File: config.mk
export PLATFORM = sky130hd
export DESIGN_NAME = pipelined_adder
export DESIGN_NICKNAME = d
export VERILOG_FILES = /design/src/rtl/pipelined_adder.sv
export SDC_FILE = /design/constraint.sdc
export NUM_CORES = 1
export LEC_CHECK = 0
export BUFFER_PORTS_ARGS = -buffer_cell sky130_fd_sc_hd__buf_2
export CORE_MARGIN = 2
export CORE_UTILIZATION = 52
export DETAILED_ROUTE_END_ITERATION = 10
export PLACE_DENSITY = 0.77
export SETUP_SLACK_MARGIN = 0.5
export SYNTH_ARGS = -nofsm -noshare
export SYNTH_HDL_FRONTEND = slang
export SYNTH_SLANG_ARGS = --single-unit
File: constraint.sdc
create_clock -name clk -period 2.3 [get_ports clk]
set_input_delay 0.575 -clock clk [delete_from_list [all_inputs] [get_ports clk]]
set_output_delay 0.575 -clock clk [all_outputs]
set_load 0.005 [all_outputs]
File: src/rtl/pipelined_adder.sv
// pipelined_adder: WIDTH-bit adder split into STAGES carry-registered slices.
// Each stage adds one CHUNK = WIDTH/STAGES slice. Unconsumed upper operand
// slices travel in delay registers, and finished lower sum slices travel
// alongside them, so sum/cout/ovf leave the last stage aligned.
// Optional feature: define PIPELINED_ADDER_SUB_EN to add the in_sub port
// (a - b computed as a + ~b + 1, cin ignored).
//
// Handshake: an input transfer happens on a rising edge where
// in_valid && in_ready; an output transfer happens where out_valid && out_ready.
// The whole pipe advances when (!out_valid || out_ready); in_ready equals that
// advance term and never looks at in_valid. While stalled every stage, and
// therefore sum/cout/ovf, holds its value.
module pipelined_adder #(
  parameter int WIDTH  = 32,
  parameter int STAGES = 4
) (
  input  logic             clk,
  input  logic             rst,
  input  logic             in_valid,
  output logic             in_ready,
  input  logic [WIDTH-1:0] a,
  input  logic [WIDTH-1:0] b,
  input  logic             cin,
`ifdef PIPELINED_ADDER_SUB_EN
  input  logic             in_sub,
`endif
  output logic             out_valid,
  input  logic             out_ready,
  output logic [WIDTH-1:0] sum,
  output logic             cout,
  output logic             ovf
);

  localparam int CHUNK = WIDTH / STAGES;

  logic             advance;
  logic [WIDTH-1:0] b_in;
  logic             c_in;
  logic             msb_carry_in;
  logic             ovf_d;
  logic             ovf_q;

  // Operand conditioning: subtraction is addition of the inverted b with carry 1.
`ifdef PIPELINED_ADDER_SUB_EN
  assign b_in = in_sub ? ~b : b;
  assign c_in = in_sub ? 1'b1 : cin;
`else
  assign b_in = b;
  assign c_in = cin;
`endif

  assign advance  = !out_valid || out_ready;
  assign in_ready = advance;

  // Delay registers for operand slices not yet consumed by an adder stage.
  for (genvar k = 0; k < STAGES - 1; k++) begin : g_ops
    localparam int OW = WIDTH - (k + 1) * CHUNK;
    logic [OW-1:0] a_d, b_d, a_q, b_q;

    if (k == 0) begin : g_src
      assign a_d = a[WIDTH-1:CHUNK];
      assign b_d = b_in[WIDTH-1:CHUNK];
    end else begin : g_src
      assign a_d = g_ops[k-1].a_q[OW+CHUNK-1:CHUNK];
      assign b_d = g_ops[k-1].b_q[OW+CHUNK-1:CHUNK];
    end

    // Upper operand slices shift with the pipe and hold on stall.
    always_ff @(posedge clk) begin
      if (rst) begin
        a_q <= '0;
        b_q <= '0;
      end else if (advance) begin
        a_q <= a_d;
        b_q <= b_d;
      end
    end
  end

  // Adder stages: slice add, carry register, accumulated lower sum and valid bit.
  for (genvar k = 0; k < STAGES; k++) begin : g_stage
    logic [CHUNK-1:0]         sl_a, sl_b;
    logic                     c_in_s, v_in_s;
    logic [CHUNK:0]           part;
    logic [(k+1)*CHUNK-1:0]   s_d, s_q;
    logic                     c_q, v_q;

    if (k == 0) begin : g_src
      assign sl_a   = a[CHUNK-1:0];
      assign sl_b   = b_in[CHUNK-1:0];
      assign c_in_s = c_in;
      assign v_in_s = in_valid;
      assign s_d    = part[CHUNK-1:0];
    end else begin : g_src
      assign sl_a   = g_ops[k-1].a_q[CHUNK-1:0];
      assign sl_b   = g_ops[k-1].b_q[CHUNK-1:0];
      assign c_in_s = g_stage[k-1].c_q;
      assign v_in_s = g_stage[k-1].v_q;
      assign s_d    = {part[CHUNK-1:0], g_stage[k-1].s_q};
    end

    assign part = {1'b0, sl_a} + {1'b0, sl_b} + {{CHUNK{1'b0}}, c_in_s};

    // Stage register: shift sum/carry/valid on advance, hold otherwise.
    always_ff @(posedge clk) begin
      if (rst) begin
        v_q <= 1'b0;
        c_q <= 1'b0;
        s_q <= '0;
      end else if (advance) begin
        v_q <= v_in_s;
        c_q <= part[CHUNK];
        s_q <= s_d;
      end
    end
  end

  // Signed overflow: carry into the MSB (recovered from the MSB sum bit) xor carry out.
  assign msb_carry_in = g_stage[STAGES-1].sl_a[CHUNK-1] ^
                        g_stage[STAGES-1].sl_b[CHUNK-1] ^
                        g_stage[STAGES-1].part[CHUNK-1];
  assign ovf_d        = msb_carry_in ^ g_stage[STAGES-1].part[CHUNK];

  // Overflow flag registered alongside the last stage.
  always_ff @(posedge clk) begin
    if (rst) begin
      ovf_q <= 1'b0;
    end else if (advance) begin
      ovf_q <= ovf_d;
    end
  end

  assign out_valid = g_stage[STAGES-1].v_q;
  assign sum       = g_stage[STAGES-1].s_q;
  assign cout      = g_stage[STAGES-1].c_q;
  assign ovf       = ovf_q;

endmodule

==> flow_metrics.py, run 1 <==
metrics = {
    "global_route": {
        "grt_pass1_vias": 5946,
        "grtUsageTotal_pct": 21.6,
        "overflow": 0,
        "grt_pass1_wl_um": 28200,
        "grt_max_degree": 93,
        "antenna_found_initial": 0,
    },
    "logic_synthesis": {
        "async_flop_share_pct": 0,
        "synth_compound_area_share_pct": 17.9,
        "synth-seq-cells": 185,
        "synth-edff-count": 0,
        "synth_cells": 942,
        "synthXorXnorAreaFrac_pct": 0.689,
        "yosys.area_share.adder_pct": 6.70,
        "syn_nets": 1047,
        "ys.flop_type": "dfxtp_1",
        "yosys.area_share.simple_pct": 21.5,
        "synth_top_area_share_pct": 48.6,
        "synth_top_family_by_area": "simple AND/OR/NAND/NOR gates",
        "netlist.top_cell.by_area": "dfxtp_1",
        "synth.yosys.seq_area_share_pct": 48.6,
        "synth_area_um2": 7620,
        "synthMuxAreaShare_pct": 0.788,
        "synth_area_per_cell_um2": 8.09,
        "yosysWarnings": 0,
        "yosys.cell_types.count": 37,
        "synthTopCellsByArea": "dfxtp_1, nand2_1, a21oi_1",
    },
    "timing": {
        "maxSlewHeadroom_pct": 51.3,
        "fmax_mhz": 480,
        "drv_slew": 0,
        "setup_tns_ns": 0,
        "hold_ws_ns": 0.385,
        "fin_worst_skew_ns": 0.00731,
        "rsz0062_at_grt": "yes",
        "finalHoldViolCount": 0,
        "setup_viol": 0,
        "finalCriticalPeriod_ns": 2.08,
        "period_share_pct": 90.5,
        "layout_setup_ws_ns": 0.218,
        "tightest_slew_ns": 0.729,
    },
    "placement": {
        "dp_hpwl_um": 11100,
        "placed_cells": 1182,
        "place_ws_ns": -0.0170,
        "portBuffers": 104,
        "gp_congestion": 0.820,
    },
    "finish": {
        "layout.nets": 1142,
        "ff_latch_area_um2": 3710,
        "fillers": 1245,
        "layout_commonest_cell": "nand2_1",
        "multi_input_area_um2": 3750,
        "final_cell_mix": "nand2_1, dfxtp_1, a21oi_1, buf_2, ha_1",
        "area_growth_syn_to_layout_pct": 21.2,
        "n_antenna_cell": 0,
        "final_cells": 1234,
        "layout-drive-gt1-share_pct": 19.7,
    },
    "setup_path": {
        "rr_startpoint": "g_ops[2].a_q[0]",
        "arrival_ns": 2.45,
        "start_kind": "flip-flop",
        "worst-path-max-fanout": 3,
        "required_ns": 2.67,
        "critPathCaptureType": "flip-flop",
        "path_class": "flip-flop to flip-flop",
        "critPathLaunch": "g_ops[2].a_q[0]",
    },
    "job": {
        "max-cap-violations": 0,
    },
    "clocking": {
        "numCtsBuffers": 17,
        "clk_pin_slew_worst_paths_ns": 0.07,
        "clock-sinks": 185,
        "tritoncts": "built",
        "htreeDepth": 4,
        "clk_path_buf_depth": 2,
        "root_buffer": "clkbuf_16",
        "clkLatencyLatePin_ns": 0.43,
    },
    "floorplan": {
        "start_util_pct": 52.9,
        "dieHeight_um": 125,
        "rows": 44,
        "ioPinCount": 105,
        "dieArea_um2": 15600,
        "core_um2": 14400,
        "die_x_um": 125,
    },
    "power_and_ir_drop": {
        "p_leak_nw": 3.96,
        "ir_drop_mv": 0.538,
        "pwr_density_cell_nw_per_um2": 767,
        "finalPower_w": 0.00709,
    },
    "drt": {
        "antenna_left": 0,
        "wl_per_cell_um": 14.0,
        "first_pass_iters": 5,
        "drt-initial-drc-count": 407,
        "via_per_inst": 5.32,
        "wirelength_um": 17200,
        "vias": 6561,
        "drc": 0,
    },
    "hold_path": {
        "min_path_type": "input port to flip-flop",
        "worstHoldStart": "a[25]",
    },
    "status": {
        "status": "complete, no violations",
    },
}
-- worst paths after layout --
check        slack [ns]                to  depth (start not counted)
max                0.22           sum[30]                          8
min                0.38  g_ops[0].a_q[17]                          3
max reg2reg        0.22           sum[30]                          8
min reg2reg        0.45           sum[22]                          2
-- area by class of cell --
| type | count | area share [%] |
|---|---|---|
| clock buffer | 21 | 4.99 |
| clock inverter | 11 | 1.57 |
| multi-input combinational | 690 | 40.6 |
| timing repair inverter | 1 | 0.0677 |
| timing repair buffer | 140 | 9.93 |
| inverter | 2 | 0.163 |
| tap | 184 | 2.49 |
| sequential | 185 | 40.2 |
-- report_power, final --
part | leakage [nW] | internal [W] | switching [W]
registers | 1.52 | 0.00338 | 0.000102
logic | 2.15 | 0.000282 | 0.000341
clock network | 0.289 | 0.00177 | 0.00122
-- metal layers --
layer  up-vias  global-route usage [%]  part of all wire, %
li1       3375                       -                    -
met1      2997                    30.5                   49
met2       170                    33.6                   45
met3        19                    4.45                  4.9
met4         0                    6.47                  1.2
met5         -                       0                    0
-- worst max-delay path: stages (launching register included) --
cell	delay (ns)
dfxtp_2	0.33
fa_2	0.41
fa_2	0.39
a211oi_4	0.24
buf_4	0.15
o21bai_1	0.07
a21oi_2	0.16
nand4_1	0.13
nand3_1	0.13
-- repair_timing --
item / in CTS / in global routing
pin swaps: 16 / 25
buffers inserted: 9 / 10
endpoints found under the setup margin: 16 / 56
cloned: 1 / 0
hold buffers: 0 / 0
resized for setup: 9 / 21
-- cell usage after synthesis, drive strengths merged (4+ instances only) --
cell type,count
clkbuf,28
o21bai,5
nor2b,4
a211oi,14
fa,8
nand2,329
nor2,18
mux2i,6
nor4b,7
a211o,5
xnor2,5
o21ai,16
ha,28
buf,37
nand3,17
o211ai,6
or4,8
dfxtp,185
a21oi,173
nand4,5
a21o,10
-- through the flow --
stage / utilization, % / cell area, um^2
2_1_floorplan: - / 7660
3_3_place_gp: 58.0 / 8360
3_5_place_dp: 58.0 / 8360
4_1_cts: 63.0 / 9080
5_1_grt: 64.0 / 9240
6_report: 64.0 / 9240
-- cells by family after synthesis --
kind of cell / count (synthesis)
flops: 185
fa+ha+maj: 36
compound gates: 242
buf+inv: 67
xor+xnor: 6
mux: 6
simple gates: 400
-- state kept, by name (all words and copies together), names as in the netlist, 3 cells and up --
| name | count |
|---|---|
| sum | 32 |
| g_ops.a_q | 48 |
| g_ops.b_q | 48 |
| g_stage.v_q | 3 |
| g_stage.c_q | 3 |
| g_stage.s_q | 48 |
No activity file was read; power rests on OpenSTA's default activity.
==> run 2, diff against run 1 <==
Settings changed: CORE_UTILIZATION 52 to 45, PLACE_DENSITY 0.77 to 0.68.
==> run 2 against run 1 <==
Sequential power barely moved. Die area rose by 15%. Routed wire length rose by 2.4%. Critical path type unchanged. Critical endpoint is now ovf. Highest routed layer unchanged.
==> flow_metrics.py, run 2 (synthesis gave the netlist of run 1 again) <==
metrics = {
    "status": {
        "status": "complete, no violations",
    },
    "timing": {
        "fmax_mhz": 484,
        "setup_tns_ns": 0,
        "drv_slew": 0,
        "tightest_slew_ns": 0.757,
        "fin_worst_skew_ns": 0.0128,
        "finalCriticalPeriod_ns": 2.07,
        "setup_viol": 0,
        "period_share_pct": 89.8,
        "rsz0062_at_grt": "yes",
        "layout_setup_ws_ns": 0.234,
        "maxSlewHeadroom_pct": 49.5,
        "finalHoldViolCount": 0,
    },
    "setup_path": {
        "rrSetupSlack_ns": 0.23,
        "start_kind": "flip-flop",
        "r2r_end": "ovf",
        "required_ns": 2.61,
        "worst-path-max-fanout": 2,
        "ff2ff_path_depth": 7,
        "critPathCaptureType": "flip-flop",
        "arrival_ns": 2.38,
        "rr_startpoint": "g_ops[2].a_q[0]",
        "path_class": "flip-flop to flip-flop",
    },
    "power_and_ir_drop": {
        "p_leak_nw": 3.94,
        "pwr_density_cell_nw_per_um2": 750,
        "ir_drop_mv": 0.540,
    },
    "clocking": {
        "clk_pin_slew_worst_paths_ns": 0.07,
        "root_buffer": "clkbuf_16",
        "htreeDepth": 4,
        "numCtsBuffers": 17,
        "cts_hold_buf": 0,
        "clock-sinks": 185,
        "clk_path_buf_depth": 2,
        "tritoncts": "built",
        "clkLatencyLatePin_ns": 0.43,
    },
    "global_route": {
        "antenna_found_initial": 0,
        "grt_pass1_vias": 5890,
        "grt_max_degree": 105,
        "grtUsageTotal_pct": 19.7,
        "overflow": 0,
        "grt_pass1_wl_um": 28600,
    },
    "finish": {
        "top_regs": "g_ops.a_q: 48 flops, g_ops.b_q: 48 flops, g_stage.s_q: 48 flops",
        "area_growth_syn_to_layout_pct": 20.7,
        "n_antenna_cell": 0,
        "layout.nets": 1144,
        "final_area_um2": 9200,
        "final_cell_mix": "nand2_1, dfxtp_1, a21oi_1, buf_2, buf_4",
        "layout_commonest_cell": "nand2_1",
        "layout-drive-gt1-share_pct": 19.8,
    },
    "placement": {
        "gp_congestion": 0.844,
        "place_ws_ns": -0.0265,
        "portBuffers": 104,
        "dp_hpwl_um": 11300,
        "postPlaceCellArea_um2": 8360,
    },
    "drt": {
        "drc": 0,
        "via_per_inst": 5.11,
        "vias": 6500,
        "first_pass_iters": 7,
        "wirelength_um": 17700,
        "drt-initial-drc-count": 442,
        "antenna_left": 0,
        "wl_per_cell_um": 13.9,
    },
    "hold_path": {
        "worstHoldStart": "b[18]",
        "holdPathEnd": "g_ops[0].b_q[10]",
        "worst_hold_path.num_cells": 3,
        "min_path_type": "input port to flip-flop",
    },
    "floorplan": {
        "rows": 47,
        "ioPinCount": 105,
        "start_util_pct": 46.0,
        "die_x_um": 134,
        "core_um2": 16600,
        "dieHeight_um": 134,
        "dieArea_um2": 18000,
    },
    "job": {
        "max-cap-violations": 0,
    },
}
run 2: cell count changes in the layout (fill, tap and decap cells not counted), sizes merged:
cell / change
clkbuf: -1
bufinv: -2
inv: +4
clkinvlp: -1
clkinv: +2
run 2: cell type report:
cell class / instances / area, um^2
tap: 220 / 275
fill: 1610 / 7380
clock buffer: 19 / 443
timing repair buffer: 141 / 883
inverter: 2 / 15.0
clock inverter: 13 / 120
timing repair inverter: 2 / 12.5
multi-input combinational: 690 / 3740
sequential: 185 / 3710
run 2: critical path: stages (launching register included):
cell and delay (ns):
dfxtp_2 0.33, fa_2 0.40, fa_2 0.39, a211oi_4 0.25
nor4b_2 0.10, a211oi_2 0.25, xnor2_1 0.15, a21oi_1 0.08
run 2: worst max path at each step:
stage / cells after the start / to / startpoint / slack (ns)
final: 7 / ovf / g_ops[2].a_q[0] / 0.23
after global routing: 7 / ovf / g_ops[2].a_q[0] / 0.16
after CTS: 7 / ovf / g_ops[2].a_q[0] / 0.24
after detailed placement: 8 / g_stage[0].c_q / cin / -0.03
after global placement: 8 / g_stage[0].c_q / cin / 0.003
after floorplan: 7 / g_stage[0].c_q / cin / 0.19
run 2: where the power goes:
group	leakage [nW]	switching [W]	internal [W]
clock	0.276	0.00127	0.00153
sequential	1.52	0.000100	0.00338
combinational	2.14	0.000339	0.000283
run 2: metrics by stage:
stage               cells  hold slack, ns  power, W  utilization [%]
finish               1272           0.379   0.00690             55.5
global placement     1218           0.436   0.00412             50.4
CTS                  1262           0.366   0.00693             54.5
floorplan             942           0.429   0.00392                -
global route         1272           0.371   0.00718             55.5
detailed placement   1218           0.442   0.00413             50.4
run 2: per-layer routing:
layer | global-route usage (%) | vias to the layer above | part of all wire (%)
met5 | 0 | - | 0
met4 | 5.44 | 0 | 0.72
met3 | 4.23 | 11 | 4.7
met2 | 29.1 | 154 | 44
met1 | 29.2 | 2953 | 51
li1 | - | 3382 | -
run 2: repair_timing:
item | in CTS | in global routing
endpoints found under the hold margin | 0 | 0
endpoints found under the setup margin | 14 | 50
gates cloned | 2 | 1
pin swaps | 11 | 21
gates resized for setup | 5 | 16
setup buffers | 10 | 9
